**config.mk**
```make
export PLATFORM = sky130hd
export DESIGN_NAME = bicubic_upsample_ctrl
export DESIGN_NICKNAME = d
export VERILOG_FILES = /design/src/rtl/bicubic_upsample_ctrl.sv
export SDC_FILE = /design/constraint.sdc
export NUM_CORES = 1
export LEC_CHECK = 0
export BUFFER_PORTS_ARGS = -buffer_cell sky130_fd_sc_hd__buf_4
export CAP_MARGIN = 20
export CORE_AREA = 2 2 168 170
export CTS_BUF_LIST = sky130_fd_sc_hd__clkbuf_8
export DETAILED_ROUTE_END_ITERATION = 8
export DIE_AREA = 0 0 170 172
export SYNTH_ARGS = -nofsm -noshare
export SYNTH_HDL_FRONTEND = slang
export SYNTH_SLANG_ARGS = --single-unit
```
**constraint.sdc**
```tcl
create_clock -name clk -period 4.65 [get_ports clk]
set_input_delay 1.1625 -clock clk [delete_from_list [all_inputs] [get_ports clk]]
set_output_delay 1.1625 -clock clk [all_outputs]
set_load 0.005 [all_outputs]
```
**src/rtl/bicubic_upsample_ctrl.sv**
```systemverilog
// Sequencing controller for the 4x bicubic upsample core: accepts 4x4 source windows,
// captures the core result and streams it as four row beats with line/frame markers.
module bicubic_upsample_ctrl #(
    parameter int CHANNEL_WIDTH   = 8,
    parameter int TILES_PER_LINE  = 960,
    parameter int LINES_PER_FRAME = 540
) (
    input  logic                        clk,
    input  logic                        rst,
    input  logic                        bf_req_valid,
    output logic                        bcci_req_ready,
    input  logic [16*CHANNEL_WIDTH-1:0] bf_req_data,
    output logic [16*CHANNEL_WIDTH-1:0] core_win,
    input  logic [16*CHANNEL_WIDTH-1:0] core_data,
    output logic                        bcci_rsp_valid,
    input  logic                        bf_rsp_ready,
    output logic [4*CHANNEL_WIDTH-1:0]  bcci_rsp_data,
    output logic [1:0]                  bcci_rsp_row,
    output logic                        bcci_rsp_eol,
    output logic                        bcci_rsp_eof
);
    // state | meaning
    // ------+-------------------------------------------------------
    // IDLE  | tile buffer empty, a window can be accepted
    // EMIT  | tile buffer holds a core result; r_q selects the beat

    localparam int PIX_W = 16 * CHANNEL_WIDTH;
    localparam int ROW_W = 4 * CHANNEL_WIDTH;
    localparam int COL_W = (TILES_PER_LINE > 1) ? $clog2(TILES_PER_LINE) : 1;
    localparam int LN_W  = (LINES_PER_FRAME > 1) ? $clog2(LINES_PER_FRAME) : 1;
    localparam logic [COL_W-1:0] COL_LAST = COL_W'(TILES_PER_LINE - 1);
    localparam logic [LN_W-1:0]  LN_LAST  = LN_W'(LINES_PER_FRAME - 1);

    typedef enum logic {
        IDLE = 1'b0,
        EMIT = 1'b1
    } state_t;

    state_t           state_q;
    state_t           state_nxt;
    logic [1:0]       r_q;
    logic [1:0]       r_nxt;
    logic [COL_W-1:0] col_q;
    logic [LN_W-1:0]  ln_q;
    logic [PIX_W-1:0] tile_q;
    logic [ROW_W-1:0] row_sel;

    logic emit;
    logic last_row;
    logic req_hs;
    logic rsp_hs;
    logic tile_done;
    logic col_last;
    logic ln_last;

    assign emit      = (state_q == EMIT);
    assign last_row  = (r_q == 2'd3);
    assign col_last  = (col_q == COL_LAST);
    assign ln_last   = (ln_q == LN_LAST);

    // A new window may land in the same cycle the final row leaves, so tiles stream without bubbles.
    assign bcci_req_ready = !rst & (!emit | (last_row & bf_rsp_ready));
    assign req_hs         = bf_req_valid & bcci_req_ready;
    assign rsp_hs         = emit & bf_rsp_ready;
    assign tile_done      = rsp_hs & last_row;

    assign core_win = bf_req_data;

    always_comb begin
        state_nxt = state_q;
        r_nxt     = r_q;
        case (state_q)
            IDLE: begin
                if (req_hs) begin
                    state_nxt = EMIT;
                    r_nxt     = 2'd0;
                end
            end
            EMIT: begin
                if (tile_done) begin
                    state_nxt = req_hs ? EMIT : IDLE;
                    r_nxt     = 2'd0;
                end else if (rsp_hs) begin
                    r_nxt = r_q + 2'd1;
                end
            end
            default: begin
                state_nxt = IDLE;
                r_nxt     = 2'd0;
            end
        endcase
    end

    always_ff @(posedge clk) begin
        if (rst) begin
            state_q <= IDLE;
            r_q     <= 2'd0;
            col_q   <= '0;
            ln_q    <= '0;
            tile_q  <= '0;
        end else begin
            state_q <= state_nxt;
            r_q     <= r_nxt;
            if (req_hs) begin
                tile_q <= core_data;
            end
            if (tile_done) begin
                if (col_last) begin
                    col_q <= '0;
                    ln_q  <= ln_last ? '0 : ln_q + LN_W'(1);
                end else begin
                    col_q <= col_q + COL_W'(1);
                end
            end
        end
    end

    always_comb begin
        row_sel = '0;
        case (r_q)
            2'd0:    row_sel = tile_q[0*ROW_W +: ROW_W];
            2'd1:    row_sel = tile_q[1*ROW_W +: ROW_W];
            2'd2:    row_sel = tile_q[2*ROW_W +: ROW_W];
            default: row_sel = tile_q[3*ROW_W +: ROW_W];
        endcase
    end

    // Payload is forced to zero whenever no beat is offered.
    assign bcci_rsp_valid = emit;
    assign bcci_rsp_data  = emit ? row_sel : '0;
    assign bcci_rsp_row   = emit ? r_q : 2'd0;
    assign bcci_rsp_eol   = emit & col_last;
    assign bcci_rsp_eof   = emit & last_row & col_last & ln_last;

endmodule

```
* Word-level counts from Yosys, hierarchy flattened *
Index checks and enable logic that the tools add are counted.

word-level totals
  output and inout bits = 166
  bits in registers = 151
  logic and storage cells = 43
  input port bits = 260

operators by class
  reductions and logical operators = 5
  $add $sub $neg = 3
  bitwise operators = 11
  eq/ne operators = 7
  muxes and demuxes = 12

operators by type and width
  kind                                            number
  one-hot mux 32 bit (3 select lines)             1
  two-way mux 32 bit                              1
  adder 10 x 1 -> 10 bit (second input constant)  2
  == test 10 bit (second input constant)          2
  two-way mux 10 bit                              2
  bitwise AND 1 bit                               9
  two-way mux 2 bit                               4
  == test 2 bit (second input constant)           2
  one-hot mux 2 bit (2 select lines)              1
  AND reduction 2 bit                             2
  != test 3 x 1 -> 1 bit (second input constant)  1
  adder 2 x 1 -> 2 bit (second input constant)    1
  == test 2 x 1 -> 1 bit (second input constant)  1
  logical NOT 1 bit                               2
  logical NOT 2 bit                               1
  two-way mux 1 bit                               2
  != test 2 bit (second input constant)           1
  one-hot mux 1 bit (2 select lines)              1
  inverter 1 bit                                  1
  bitwise OR 1 bit                                1

* Depth between registers and ports, before layout *
  word-level depth = 8
  mapped depth = 9
  mapped depth without buffers = 5

* Worst setup path before layout *
Ideal clock, no wire load.

  path type = in2out
  start point = input port rst
  end point = output port bcci_req_ready
  required time = 3488 ps
  cell stages on the path = 2
  data arrival time = 1499 ps
  path buffers = 1
  path slack = 1988 ps
  cell sequence = clkbuf_1 -> nor2_1

on the way
  word-level cells in the longest chain between the ends = 2

RTL lines
  element             line  source
  start: declaration  9     input logic rst,
  logical NOT 1 bit   62    assign bcci_req_ready = !rst & (!emit | (last_row & bf_rsp_ready));
  bitwise AND 1 bit   62
  end: declaration    11    output logic bcci_req_ready,

Every way passes these cells.

* Worst setup path in the final report *
  start point = register r_q[0]
  end point = output port bcci_rsp_data[21]

on the way
  word-level cells in the longest chain between the ends = 3
  elaborated cells between the ends (all ways) = 5
  those cells by class = eq/ne (2); mux (2); reduce/logical (1)

RTL lines
  element                                      line  source
  start: declaration                           41    logic [1:0] r_q;
  start signal: assignment                     103   r_q <= r_nxt;
  == test 2 bit, or another cell as far along  120   case (r_q)
  one-hot mux 32 bit (3 select lines) *        120
  two-way mux 32 bit *                         130   assign bcci_rsp_data = emit ? row_sel : '0;
  end: declaration                             17    output logic [4*CHANNEL_WIDTH-1:0] bcci_rsp_data,

Every way passes the cells marked *; elsewhere a longest branch is shown, timed or not.

==> impl_metrics.csv <==
group,metric,value,unit
outcome,outcome,"completed",
worst_setup_path,crit_chain,"inv_1 > ha_2 > a222oi_1 > o21ai_0 > and2_1 > buf_4",
synthesis,ys.flop_type,"dfxtp_1",
worst_setup_path,r2r_cells,4,
synthesis,syn_nets,1244,
pwr,p_per_area,320,mW/mm2
finish,fin_nets,1243,
pwr,pwr-share-comb,10.8,%
clocking,clkSlewWorstSetupHoldPaths,80,ps
grt,antenna_found_initial,3,
pwr,power_frac_seq,52.8,%
synthesis,ys_types,42,
routing,dr_wl_met2,8880,um
finish,fill_cells,3028,
clocking,tritoncts,"built",
clocking,clk_latency,450,ps
timing,setup_viol,0,
worst_setup_path,ff2ff_setup_slack,2300,ps
timing,min_period,3730,ps
finish,syn_to_final_growth,12.7,%
timing,drv_slew,0,
routing,wl_per_cell,15.5,um
worst_setup_path,cp-end-kind,"primary output",
clocking,ctsResizeCount,0,
placement,dp_slack,1370,ps
grt,grt_max_degree,132,
grt,grt_pass1_wl,32000,um
synthesis,synthCells,977,
routing,drt_iter0_drc,528,
finish,area.sequential,0.00302,mm2
pwr,switching_share,27.1,%
timing,max_slew_margin,36.4,%
worst_setup_path,path_class,"flip-flop to primary output",
synthesis,synth_warnings,0,
finish,final_cell_mix,"305 x nand2_1, 170 x buf_4, 158 x o21ai_0",
floorplanning,die_w,170,um
worst_setup_path,crit_buf_inv,2,
worst_setup_path,crit-reg2reg-launch,"bcci_rsp_valid",
min_path,worstHoldPathType,"flip-flop to flip-flop",
finish,multi_input_area,0.00316,mm2
pwr,pwr-share-clk,36.4,%
finish,final_common_cell,"nand2_1",
floorplanning,io_pins,426,
grt,groute.usage.overall,14.1,%
synthesis,ys_async_sr_fraction,0,%
synthesis,syn-mean-instance-area,7.61,um2
clocking,cts_buffer_depth,2,
worst_setup_path,cp-start-kind,"flip-flop",
floorplanning,rows,61,
pwr,ir_drop,136,uV
routing,highest_layer,"met5",
placement,place.gp.congestion,0.796,
min_path,whs_path_depth,2,
floorplanning,dieArea,0.0292,mm2
placement,io_buffers,169,
placement,dpl.hpwl,13600,um
grt,grt.overflow.total,0,
worst_setup_path,crit_family,"adder cells",
routing,drt-met1-wl,9230,um
worst_setup_path,path_max_fanout,32,
worst_setup_path,crit_arrival,2570,ps
routing,drc,0,
timing,rsz0062_at_grt,"no",
worst_setup_path,timing.rr.end,"ln_q[5]",
pwr,p_leak,3.19,nW
clocking,cts_setup_buffers,0,
clocking,root_buffer,"clkbuf_8",
routing,num_vias,6385,
job,maxCapViolCount,0,
pwr,p_int,1.96,mW
routing,ant_nets,0,
routing,wl,20700,um
clocking,clock_sinks,151,
finish,drive_above_1_share,21.6,%
min_path,holdPathEnd,"tile_q[91]",
synthesis,synth_edf_count,0,
clocking,cts_hold_buf,0,
grt,grt_pass1_vias,6056,
clocking,htree_levels,4,
min_path,hp-start,"tile_q[91]",
floorplanning,coreArea,0.0275,mm2
routing,drt-pass1-iter-count,5,
clocking,numCtsBuffers,17,
pwr,power,2.68,mW
floorplanning,start_util,27.1,%
synthesis,seq_area_frac_synth,40.6,%
synthesis,synth-seq-cells,151,
routing,viasPerCell,4.78,
timing,skew,18.5,ps
timing,worst_slew_pin_slew,953,ps
routing,met3WireLength,1730,um
worst_setup_path,slowest_delay,790,ps
timing,timing.final.ws_setup,916,ps
synthesis,synth_area,0.00744,mm2
timing,fmax,0.268,GHz
timing,fin_setup_tns,0,ps
pwr,p_sw,0.727,mW
timing,final_hold_viol_count,0,
timing,post-route-period-util,80.3,%
worst_setup_path,cpMaxStageDelayCell,"ha_2",
worst_setup_path,cp.required,3490,ps
floorplanning,chipHeight,172,um
[worst min-delay path: stages (launching register included)]
cell,delay [ps]
dfxtp_1,320
nand2_1,50
o21ai_1,50
[stage by stage]
stage	std cells	utilization, %	instance area (um2)	hold WS (ps)
floorplan	977	-	7440	428
global placement	1302	29.0	7980	438
detailed placement	1302	29.0	7980	449
CTS	1334	30.4	8350	462
global route	1335	30.5	8380	476
finish	1336	30.5	8380	455
[how the worst max path moves through the flow]
stage | endpoint | slack, ps | from | cells past startpoint
CTS | bcci_rsp_data[2] | 860 | r_q[0] | 5
floorplan | bcci_req_ready | 1990 | rst | 2
global route | bcci_rsp_data[21] | 720 | r_q[0] | 6
finish | bcci_rsp_data[21] | 920 | r_q[0] | 6
global placement | bcci_rsp_data[2] | 1420 | r_q[0] | 5
detailed placement | bcci_rsp_data[3] | 1370 | r_q[0] | 5
[flip-flops by register name (all words and copies together), names as in the netlist]
| signal | flops |
|---|---|
| ln_q | 10 |
| tile_q | 128 |
| bcci_rsp_valid | 1 |
| col_q | 10 |
| r_q | 2 |
[area by class of cell]
type                       instances  area share, %
multi-input combinational        626           37.7
inverter                           6          0.299
clock buffer                      18           2.96
antenna                            1         0.0299
timing repair buffer             174           16.3
tap                              346           5.16
sequential                       151           36.1
clock inverter                    14           1.49
[cell usage after synthesis (2+ instances only)]
cell type  instances  share of area (%)
nor4_1             2               0.17
xnor2_1            8               0.94
xor2_1             2               0.24
dfxtp_1          151                 41
a32oi_1            2               0.24
buf_4            135                 14
inv_1              5               0.25
a21oi_1            4               0.27
and2_1            34                2.9
nand2_1          305                 15
o311ai_0           2               0.24
a222oi_1          32                4.3
nor3_1             7               0.47
o21ai_1            5               0.34
ha_1               7                1.2
nand4_1            4               0.34
and3_1             3               0.25
or3_1              2               0.17
buf_2             10               0.67
nor2_1            18               0.91
nand3_1           11               0.74
o21ai_0          158                 11
a31oi_1            4               0.34
o32ai_1            2               0.24
clkbuf_1          47                2.4
[kinds of logic (layout without fill, tap and decap cells)]
group	Yosys count	in the layout	synth area share, %
simple gates	394	394	22.7
mux	1	1	0.135
other cells	0	1	0
xor+xnor	10	10	1.18
buf+inv	200	212	17.1
fa+ha+maj	7	7	1.18
flops	151	151	40.6
compound gates	214	214	17.1
[power by group through the flow]
| stage | Combinational, mW | Clock, mW | Sequential (mW) |
|---|---|---|---|
| CTS | 0.294 | 1.03 | 1.42 |
| finish | 0.289 | 0.976 | 1.42 |
| global placement | 0.290 | 0 | 1.45 |
| global route | 0.327 | 1.08 | 1.43 |
| floorplan | 0.241 | 0 | 1.43 |
| detailed placement | 0.293 | 0 | 1.45 |
[per-layer routing]
layer | up-vias | global-route usage (%)
met3 | 74 | 5.45
li1 | 3142 | -
met4 | 4 | 7.92
met5 | - | 0
met2 | 233 | 20.4
met1 | 2932 | 17.8
Power figures use the tool's default switching activity.
